===== config.mk =====
export PLATFORM = sky130hd
export DESIGN_NAME = uart_boot_loader
export DESIGN_NICKNAME = d
export VERILOG_FILES = /design/src/rtl/uart_boot_pkg.sv /design/src/rtl/uart_rx_byte.sv /design/src/rtl/uart_boot_loader.sv
export SDC_FILE = /design/constraint.sdc
export NUM_CORES = 1
export LEC_CHECK = 0
export ABC_AREA = 1
export CORE_ASPECT_RATIO = 0.8
export CORE_MARGIN = 3
export CORE_UTILIZATION = 45
export DETAILED_ROUTE_END_ITERATION = 10
export HOLD_SLACK_MARGIN = 0.1
export PLACE_DENSITY = 0.76
export RECOVER_POWER = 25
export SLEW_MARGIN = 20
export SYNTH_ARGS = -nofsm -noshare
export SYNTH_HDL_FRONTEND = slang
export SYNTH_HIERARCHICAL = 1
export SYNTH_SLANG_ARGS = --single-unit

===== constraint.sdc =====
create_clock -name clk -period 3.35 [get_ports clk]
set_input_delay 0.335 -clock clk [delete_from_list [all_inputs] [get_ports clk]]
set_output_delay 0.335 -clock clk [all_outputs]
set_load 0.005 [all_outputs]

===== src/rtl/uart_boot_pkg.sv =====
// Shared definitions for the UART boot loader: the frame header, the FSM
// state encodings and the default timing and size parameters.
package uart_boot_pkg;

    // First byte of every boot frame.
    localparam logic [7:0] HEADER = 8'hA5;

    // 100 MHz clock at 115200 baud.
    localparam int DEFAULT_CLK_DIV = 868;

    // Largest image accepted, in 32-bit words.
    localparam int DEFAULT_MAX_WORDS = 1024;

    // Frame-level loader states.
    typedef enum logic [2:0] {
        S_IDLE   = 3'd0,
        S_CNT_LO = 3'd1,
        S_CNT_HI = 3'd2,
        S_DATA   = 3'd3,
        S_CSUM   = 3'd4,
        S_DONE   = 3'd5,
        S_ERROR  = 3'd6
    } boot_state_t;

    // Byte receiver states.
    typedef enum logic [1:0] {
        RX_IDLE  = 2'd0,
        RX_START = 2'd1,
        RX_DATA  = 2'd2,
        RX_STOP  = 2'd3
    } rx_state_t;

    // True while a frame is in progress. Only these states observe
    // framing errors and the inter-byte timeout.
    function automatic logic in_frame(boot_state_t s);
        return (s == S_CNT_LO) || (s == S_CNT_HI) || (s == S_DATA) || (s == S_CSUM);
    endfunction

endpackage


===== src/rtl/uart_rx_byte.sv =====
// 8N1 UART byte receiver with a two-flop input synchronizer.
//
// Output handshake: byte_valid is a one-cycle strobe with byte_data
// stable in the same cycle; there is no ready, so the consumer must take
// the byte on the strobe. frame_err is a one-cycle strobe raised instead
// of byte_valid when the stop bit samples low. The two never coincide.
module uart_rx_byte
    import uart_boot_pkg::*;
#(
    parameter int CLK_DIV = DEFAULT_CLK_DIV
) (
    input  logic       clk,
    input  logic       rst,
    input  logic       rx,
    output logic       byte_valid,
    output logic [7:0] byte_data,
    output logic       frame_err
);

    localparam int CW = (CLK_DIV > 2) ? $clog2(CLK_DIV) : 1;
    localparam logic [CW-1:0] HALF_LAST = CW'(CLK_DIV / 2 - 1);
    localparam logic [CW-1:0] FULL_LAST = CW'(CLK_DIV - 1);

    logic            rx_meta_q;
    logic            rx_sync_q;
    logic            rx_prev_q;
    rx_state_t       state_q;
    logic [CW-1:0]   cnt_q;
    logic [2:0]      bit_idx_q;
    logic [7:0]      shift_q;
    logic            byte_valid_q;
    logic [7:0]      byte_data_q;
    logic            frame_err_q;

    assign byte_valid = byte_valid_q;
    assign byte_data  = byte_data_q;
    assign frame_err  = frame_err_q;

    // Synchronize the line and keep one extra stage for falling-edge detection;
    // everything resets to the idle-high level so reset never looks like a start bit.
    always_ff @(posedge clk) begin
        if (rst) begin
            rx_meta_q <= 1'b1;
            rx_sync_q <= 1'b1;
            rx_prev_q <= 1'b1;
        end else begin
            rx_meta_q <= rx;
            rx_sync_q <= rx_meta_q;
            rx_prev_q <= rx_sync_q;
        end
    end

    // Bit-timing FSM: start re-check at half a bit, then one sample per bit period.
    always_ff @(posedge clk) begin
        if (rst) begin
            state_q      <= RX_IDLE;
            cnt_q        <= '0;
            bit_idx_q    <= '0;
            shift_q      <= '0;
            byte_valid_q <= 1'b0;
            byte_data_q  <= '0;
            frame_err_q  <= 1'b0;
        end else begin
            byte_valid_q <= 1'b0;
            frame_err_q  <= 1'b0;
            case (state_q)
                RX_IDLE: begin
                    cnt_q <= '0;
                    if (rx_prev_q && !rx_sync_q) begin
                        state_q <= RX_START;
                    end
                end
                RX_START: begin
                    if (cnt_q == HALF_LAST) begin
                        cnt_q <= '0;
                        // A line already back high was a glitch, not a start bit.
                        if (!rx_sync_q) begin
                            state_q   <= RX_DATA;
                            bit_idx_q <= '0;
                        end else begin
                            state_q <= RX_IDLE;
                        end
                    end else begin
                        cnt_q <= cnt_q + 1'b1;
                    end
                end
                RX_DATA: begin
                    if (cnt_q == FULL_LAST) begin
                        cnt_q   <= '0;
                        shift_q <= {rx_sync_q, shift_q[7:1]};
                        if (bit_idx_q == 3'd7) begin
                            state_q <= RX_STOP;
                        end else begin
                            bit_idx_q <= bit_idx_q + 1'b1;
                        end
                    end else begin
                        cnt_q <= cnt_q + 1'b1;
                    end
                end
                RX_STOP: begin
                    if (cnt_q == FULL_LAST) begin
                        cnt_q   <= '0;
                        state_q <= RX_IDLE;
                        if (rx_sync_q) begin
                            byte_valid_q <= 1'b1;
                            byte_data_q  <= shift_q;
                        end else begin
                            frame_err_q <= 1'b1;
                        end
                    end else begin
                        cnt_q <= cnt_q + 1'b1;
                    end
                end
                default: state_q <= RX_IDLE;
            endcase
        end
    end

endmodule


===== src/rtl/uart_boot_loader.sv =====
// UART boot loader: receives a framed program image over an 8N1 line,
// writes it word by word into instruction memory, verifies an XOR checksum
// and releases the CPU from reset only after a fully good load.
module uart_boot_loader
    import uart_boot_pkg::*;
#(
    parameter int CLK_DIV        = DEFAULT_CLK_DIV,
    parameter int MAX_WORDS      = DEFAULT_MAX_WORDS,
    parameter int TIMEOUT_CYCLES = 10_000_000
) (
    input  logic        clk,
    input  logic        rst,
    input  logic        ser_rx,
    output logic        ins_mem_wenb,
    output logic [31:0] ins_mem_waddr,
    output logic [31:0] ins_mem_wdata,
    output logic        cpu_resetn,
    output logic        done,
    output logic        error
);

    localparam int TW = $clog2(TIMEOUT_CYCLES + 1);
    localparam logic [TW-1:0] TMO_LAST = TW'(TIMEOUT_CYCLES - 1);
    localparam logic [15:0]   MAX_N    = 16'(MAX_WORDS);

    logic        byte_valid;
    logic [7:0]  byte_data;
    logic        frame_err;

    boot_state_t state_q;
    logic [7:0]  cnt_lo_q;
    logic [15:0] n_q;
    logic [15:0] idx_q;
    logic [1:0]  byte_cnt_q;
    logic [31:0] shift_q;
    logic [7:0]  csum_q;
    logic [TW-1:0] tmo_q;
    logic        wenb_q;
    logic [31:0] waddr_q;
    logic [31:0] wdata_q;
    logic        cpu_resetn_q;
    logic        done_q;
    logic        error_q;

    logic [15:0] count_w;
    logic [31:0] word_w;
    logic        timed_out;

    uart_rx_byte #(
        .CLK_DIV (CLK_DIV)
    ) u_rx (
        .clk        (clk),
        .rst        (rst),
        .rx         (ser_rx),
        .byte_valid (byte_valid),
        .byte_data  (byte_data),
        .frame_err  (frame_err)
    );

    // Candidate word count and word, formed from the byte arriving this cycle.
    assign count_w   = {byte_data, cnt_lo_q};
    assign word_w    = {byte_data, shift_q[31:8]};
    assign timed_out = (tmo_q == TMO_LAST) && !byte_valid;

    assign ins_mem_wenb  = wenb_q;
    assign ins_mem_waddr = waddr_q;
    assign ins_mem_wdata = wdata_q;
    assign cpu_resetn    = cpu_resetn_q;
    assign done          = done_q;
    assign error         = error_q;

    // Frame FSM with registered outputs and the inter-byte timeout counter.
    always_ff @(posedge clk) begin
        if (rst) begin
            state_q      <= S_IDLE;
            cnt_lo_q     <= '0;
            n_q          <= '0;
            idx_q        <= '0;
            byte_cnt_q   <= '0;
            shift_q      <= '0;
            csum_q       <= '0;
            tmo_q        <= '0;
            wenb_q       <= 1'b0;
            waddr_q      <= '0;
            wdata_q      <= '0;
            cpu_resetn_q <= 1'b0;
            done_q       <= 1'b0;
            error_q      <= 1'b0;
        end else begin
            wenb_q <= 1'b0;

            // The gap counter runs only inside a frame and restarts on each byte.
            if (byte_valid || !in_frame(state_q)) begin
                tmo_q <= '0;
            end else begin
                tmo_q <= tmo_q + 1'b1;
            end

            if (in_frame(state_q) && (frame_err || timed_out)) begin
                state_q <= S_ERROR;
                error_q <= 1'b1;
            end else begin
                case (state_q)
                    S_IDLE: begin
                        if (byte_valid && (byte_data == HEADER)) begin
                            state_q    <= S_CNT_LO;
                            idx_q      <= '0;
                            csum_q     <= '0;
                            byte_cnt_q <= '0;
                        end
                    end
                    S_CNT_LO: begin
                        if (byte_valid) begin
                            cnt_lo_q <= byte_data;
                            state_q  <= S_CNT_HI;
                        end
                    end
                    S_CNT_HI: begin
                        if (byte_valid) begin
                            if ((count_w != 16'd0) && (count_w <= MAX_N)) begin
                                n_q     <= count_w;
                                state_q <= S_DATA;
                            end else begin
                                state_q <= S_ERROR;
                                error_q <= 1'b1;
                            end
                        end
                    end
                    S_DATA: begin
                        if (byte_valid) begin
                            csum_q     <= csum_q ^ byte_data;
                            shift_q    <= word_w;
                            byte_cnt_q <= byte_cnt_q + 1'b1;
                            // Fourth byte completes a little-endian word: issue its write.
                            if (byte_cnt_q == 2'd3) begin
                                wenb_q  <= 1'b1;
                                waddr_q <= {14'd0, idx_q, 2'b00};
                                wdata_q <= word_w;
                                idx_q   <= idx_q + 16'd1;
                                if ((idx_q + 16'd1) == n_q) begin
                                    state_q <= S_CSUM;
                                end
                            end
                        end
                    end
                    S_CSUM: begin
                        if (byte_valid) begin
                            if (byte_data == csum_q) begin
                                state_q      <= S_DONE;
                                done_q       <= 1'b1;
                                cpu_resetn_q <= 1'b1;
                            end else begin
                                state_q <= S_ERROR;
                                error_q <= 1'b1;
                            end
                        end
                    end
                    S_DONE: begin
                        // Terminal until reset; the line is ignored.
                    end
                    S_ERROR: begin
                        if (byte_valid && (byte_data == HEADER)) begin
                            state_q    <= S_CNT_LO;
                            error_q    <= 1'b0;
                            idx_q      <= '0;
                            csum_q     <= '0;
                            byte_cnt_q <= '0;
                        end
                    end
                    default: begin
                        state_q <= S_ERROR;
                        error_q <= 1'b1;
                    end
                endcase
            end
        end
    end

endmodule

==> flow_summary.toml <==
[setup_path]
arrival_ps = 3040
cp-start-kind = "input pin"
cp-endpoint = "ins_mem_wdata[16]"
crit_path_max_incr_delay_ps = 1130
worst-path-max-fanout = 32
crit_family = "buffers and inverters"
r2r_cells = 12
setup.worst_path.end_class = "flop"
path_cells = "clkbuf_1, clkbuf_1, nor2_1, nand2_1, nand2_1"
critPathKind = "in2reg"
worst-path-buf-inv = 2
ff2ff_setup_slack_ps = 680
reg2reg_to = "ins_mem_wdata[16]"
crit_path_start = "rst"
slowest_stage = "clkbuf_1"
rr_startpoint = "tmo_q[0]"
worstPathRequired_ps = 3690
crit_cells = 5

[timing]
fin_skew_ps = 12.1
slew_violations = 0
setup_viol = 0
finalCritPeriodShare = 0.806
rsz0062_at_grt = "no"
max_freq_mhz = 370
slew_headroom = 0.0263
whs_ps = 414
setup_slack_ps = 649
fin_tns_setup_ps = 0
worst_slew_pin_slew_ps = 1460
min_period_ps = 2700
finalHoldViolCount = 0

[clock_network]
numClockSinks = 188
ctsHoldBuffers = 0
numCtsBuffers = 17
cts_root_buf = "clkbuf_16"
cts_max_path_buffers = 2
clk_pin_slew_worst_paths_ps = 70
clock_latency_ps = 440
ctsHtreeMaxLevel = 4
cts_tree = "yes"
post_cts_resized = 0
cts_setup_buffers = 0

[global_route]
grt_max_degree = 39
grt_pass1_wl_um = 31100
antenna_found_initial = 0
globalRouteMet2Util = 0.293
first_global_vias = 6704
grt.total_usage = 0.181
top_usage_layer = "met2"
met3_usage = 0.0357
grt_util_met1 = 0.247
grt-ovfl-total = 0

[cells_and_area]
diodes = 0
drive_gt1_frac = 0.0561
post-route-util = 0.527
final_nets = 1244
syn_to_final_growth_pct = 13.5

[synth]
synth_area_um2 = 8500
async_flop_share = 0
yosys_warnings = 6
yosysMostFrequentCell = "nand2_1"
synth_cell_types = 43
yosysTopAreaCell = "dfxtp_1"
synth_edf_count = 0
ys_ff_latch = 188
syn_area_per_cell_um2 = 7.10
syn-instance-count = 1198
synth_top_cells_by_count = "nand2_1, dfxtp_1, nor2_1"
yosysSeqAreaShare = 0.443
yosys_most_used_dff = "dfxtp_1"
synth_top_area_frac = 0.443
synth_area_leaders = "dfxtp_1, nand2_1, nor2_1, a21oi_1, inv_1"

[route]
route.detailed.drc = 0
via_per_inst = 4.96
vias = 7442
drt-total-wl_um = 18400
drt_iter0_drc = 588
wl_per_cell_um = 12.3
drtPass1Iterations = 5
ant_nets = 0

[die]
die_area_um2 = 20600
die_y_um = 129
io_pins = 71
initial_utilization = 0.464
die_width_um = 160
rows = 44
core_um2 = 18300

[place]
dp_slack_ps = 695
place_congestion = 0.867
place_hpwl_um = 12600
io_buffer_count = 54

[run_status]
status = "finished clean"

[power_and_ir_drop]
peakVddDrop_v = 0.000282
p_per_area_nw_per_um2 = 433
p_leak_nw = 3.87
power_mw = 4.18

[flow_run]
maxCapViolations = 0

[hold_path]
hold_class = "reg2reg"
==> power by group <==
group	internal, mW	switching [mW]	total, mW
Combinational	0.0228	0.0633	0.0861
Sequential	2.24	0.00934	2.25
Clock	0.957	0.888	1.85
Total	3.22	0.961	4.18
==> sequential cells by signal, summed over array words and instances, names as in the netlist, 10 cells and up, named ones only <==
| register | count |
|---|---|
| n_q | 16 |
| idx_q | 16 |
| ins_mem_waddr | 16 |
| shift_q | 24 |
| ins_mem_wdata | 32 |
| u_rx/cnt_q | 10 |
| tmo_q | 24 |
==> per-stage QoR <==
step / cells / instance area, um2
floorplan: 1213 / 8560
global placement: 1468 / 9140
detailed placement: 1468 / 9140
CTS: 1500 / 9670
global route: 1500 / 9660
finish: 1500 / 9660
==> worst register-to-register path, delay by kind of cell (launching register included) <==
kind,cells,cell delay (ps)
buffers and inverters,1,50
adders and majority gates,1,210
DFF,1,330
and+or+nand+nor,10,2030
==> how the worst min path moves through the flow <==
stage	start	endpoint	slack, ps	depth (start not counted)
finish	u_rx/rx_meta_q	u_rx/rx_sync_q	410	1
global route	u_rx/rx_meta_q	u_rx/rx_sync_q	420	1
CTS	rst	u_rx/bit_idx_q[2]	310	2
floorplan	u_rx/rx_meta_q	u_rx/rx_sync_q	390	1
global placement	u_rx/rx_meta_q	u_rx/rx_sync_q	400	1
detailed placement	u_rx/rx_meta_q	u_rx/rx_sync_q	400	1
==> layout make-up <==
cell class	instances	area [um2]
Multi-Input combinational cell	813	3870
Timing Repair Buffer	63	611
Inverter	151	569
Clock inverter	12	90.1
Fill cell	1805	8680
Clock buffer	20	437
Sequential cell	188	3760
Tap cell	253	317
==> kinds of logic (layout without fill, tap and decap cells) <==
family                     after synthesis  count (layout)  synth area share
xor gates and xnor gates                21              21            0.0232
buffers and inverters                  212             246             0.108
and+or+nand+nor                        546             546             0.281
other                                    1              16          0.000441
adders and majority gates                7               7            0.0103
AOI/OAI and AO/OA                      223             223             0.135
DFF                                    188             188             0.443
==> layout by cell type (no fill, tap or decap), types with 2 or more instances in the layout <==
| master | netlist | routed |
|---|---|---|
| clkbuf_1 | 22 | 5 |
| nand3_1 | 85 | 85 |
| buf_4 | 22 | 7 |
| o21ai_1 | 11 | 11 |
| clkinv_4 | 0 | 4 |
| o21a_1 | 2 | 2 |
| clkbuf_16 | 0 | 17 |
| clkdlybuf4s50_1 | 0 | 9 |
| nor3_2 | 3 | 3 |
| ha_1 | 7 | 7 |
| nor3_1 | 17 | 17 |
| nor4_1 | 4 | 4 |
| a21oi_1 | 120 | 120 |
| dfxtp_1 | 188 | 188 |
| xor2_1 | 17 | 17 |
| xnor2_1 | 3 | 3 |
| nand2_1 | 219 | 220 |
| inv_1 | 145 | 145 |
| o21ai_0 | 82 | 82 |
| dlygate4sd3_1 | 0 | 44 |
| nor2_2 | 7 | 7 |
| clkinv_2 | 0 | 4 |
| o21ai_2 | 2 | 2 |
| nor2_4 | 3 | 3 |
| conb_1 | 1 | 16 |
| nand2_2 | 5 | 5 |
| inv_2 | 5 | 5 |
| inv_6 | 0 | 4 |
| nand4_1 | 24 | 24 |
| nor2_1 | 162 | 162 |
| nor3b_1 | 7 | 7 |
| or2_2 | 4 | 4 |
==> per-layer routing <==
| metal | up-vias | wire length, um |
|---|---|---|
| met5 | - | 0 |
| met3 | 16 | 1020 |
| met2 | 168 | 8200 |
| met1 | 3361 | 9000 |
| met4 | 0 | 190 |
| li1 | 3897 | - |
No activity file was read; power rests on OpenSTA's default activity.
==> RTL change, RTL diff (same settings) <==
Reset style: asynchronous (`rst`), changed in 3 clocked blocks.
--- a/src/rtl/uart_rx_byte.sv
+++ b/src/rtl/uart_rx_byte.sv
@@ -40,3 +40,3 @@
     // everything resets to the idle-high level so reset never looks like a start bit.
-    always_ff @(posedge clk) begin
+    always_ff @(posedge clk or posedge rst) begin
         if (rst) begin
@@ -53,3 +53,3 @@
     // Bit-timing FSM: start re-check at half a bit, then one sample per bit period.
-    always_ff @(posedge clk) begin
+    always_ff @(posedge clk or posedge rst) begin
         if (rst) begin
--- a/src/rtl/uart_boot_loader.sv
+++ b/src/rtl/uart_boot_loader.sv
@@ -72,3 +72,3 @@
     // Frame FSM with registered outputs and the inter-byte timeout counter.
-    always_ff @(posedge clk) begin
+    always_ff @(posedge clk or posedge rst) begin
         if (rst) begin
Function: same outputs for any inputs over 4 cycles, from zero or initial values and one cycle with rst high; that may be too few to reach the edited logic, so the function may still have changed.
==> RTL change against the original RTL <==
  * Cell area rose by 6.2%
  * Sequential cell count did not move
  * Wire length rose by 2.9%
  * Synthesized area rose by 5.9%
  * Register-to-register slack improved by 0.14 ns
  * Setup slack improved by 0.18 ns
Power is not compared: it rests on default switching activity, and its combinational part moved more than twofold at a synthesized area within 25%.
==> RTL change: results (changes against the original RTL) <==
- Outcome: finished clean
- Hold Slack: 0.367 ns (-0.0467 ns)
- M2 GR Usage: 0.287 (-0.00535)
- R2R Setup Slk: 0.82 ns (+0.14 ns)
- Worst R2R End: csum_q[2]
- Post-synthesis async set-or-reset flop share: 1.00 (+1.00)
- Dpl ws: 0.925 ns (+0.230 ns)
- Post-DP HPWL: 13.1 mm (+3.5%)
- Initial DRC Count: 684 (+16%)
- Met3 Wirelength: 1.08 mm (+6.1%)
- Met3 Use GR: 0.0385 (+0.00277)
- DR WL met2: 8.81 mm (+7.4%)
- Slowest Stage Delay on Critical Path: 0.60 ns (-0.53 ns)
- Hold Path Stages: 0 (-1)
- Synth Instances: 1,063 (-11%)
- Worst-path maximum fanout: 54 (+69%)
- Vias in the first global route: 6,706 (+0.030%)
- Slowest CP cell: nand2_2
- Reg2Reg Depth: 10 (-2)
- Gpl congestion: 0.932 (+7.5%)
- First-pass GRT wire length: 32.3 mm (+3.9%)
- Fill count: 1,758 (-2.6%)
- Met1 usage: 0.258 (+0.0109)
- M1 wire length: 8.83 mm (-1.8%)
- Via count: 7,065 (-5.1%)
## RTL change: cell type report
class                           instances  share of cell area
Clock buffer                           19              0.0442
Clock inverter                         13              0.0140
Inverter                              133              0.0490
Multi-Input combinational cell        718               0.346
Sequential cell                       188               0.459
Tap cell                              258              0.0315
Timing Repair Buffer                   58              0.0565
## RTL change: power breakdown
group	switching, mW	total (mW)	internal [mW]	leakage, nW
combinational	0.146	0.198	0.0516	1.84
clock	0.938	2.03	1.10	0.285
sequential	0.0348	2.33	2.30	2.61
total	1.12	4.56	3.44	4.73
## RTL change: logic make-up after synthesis
group,after synthesis,synth area share
fa+ha+maj,7,0.00973
flops,188,0.523
compound gates,151,0.0928
other cells,1,0.000417
simple gates,522,0.262
xor+xnor,22,0.0229
buf+inv,172,0.0895
## RTL change: worst max-delay path, delay by kind of cell (launching register included)
kind	cells	cell delay [ns]
buffers and inverters	2	0.40
AND/OR/NAND/NOR	8	1.49
flip-flops	1	0.52
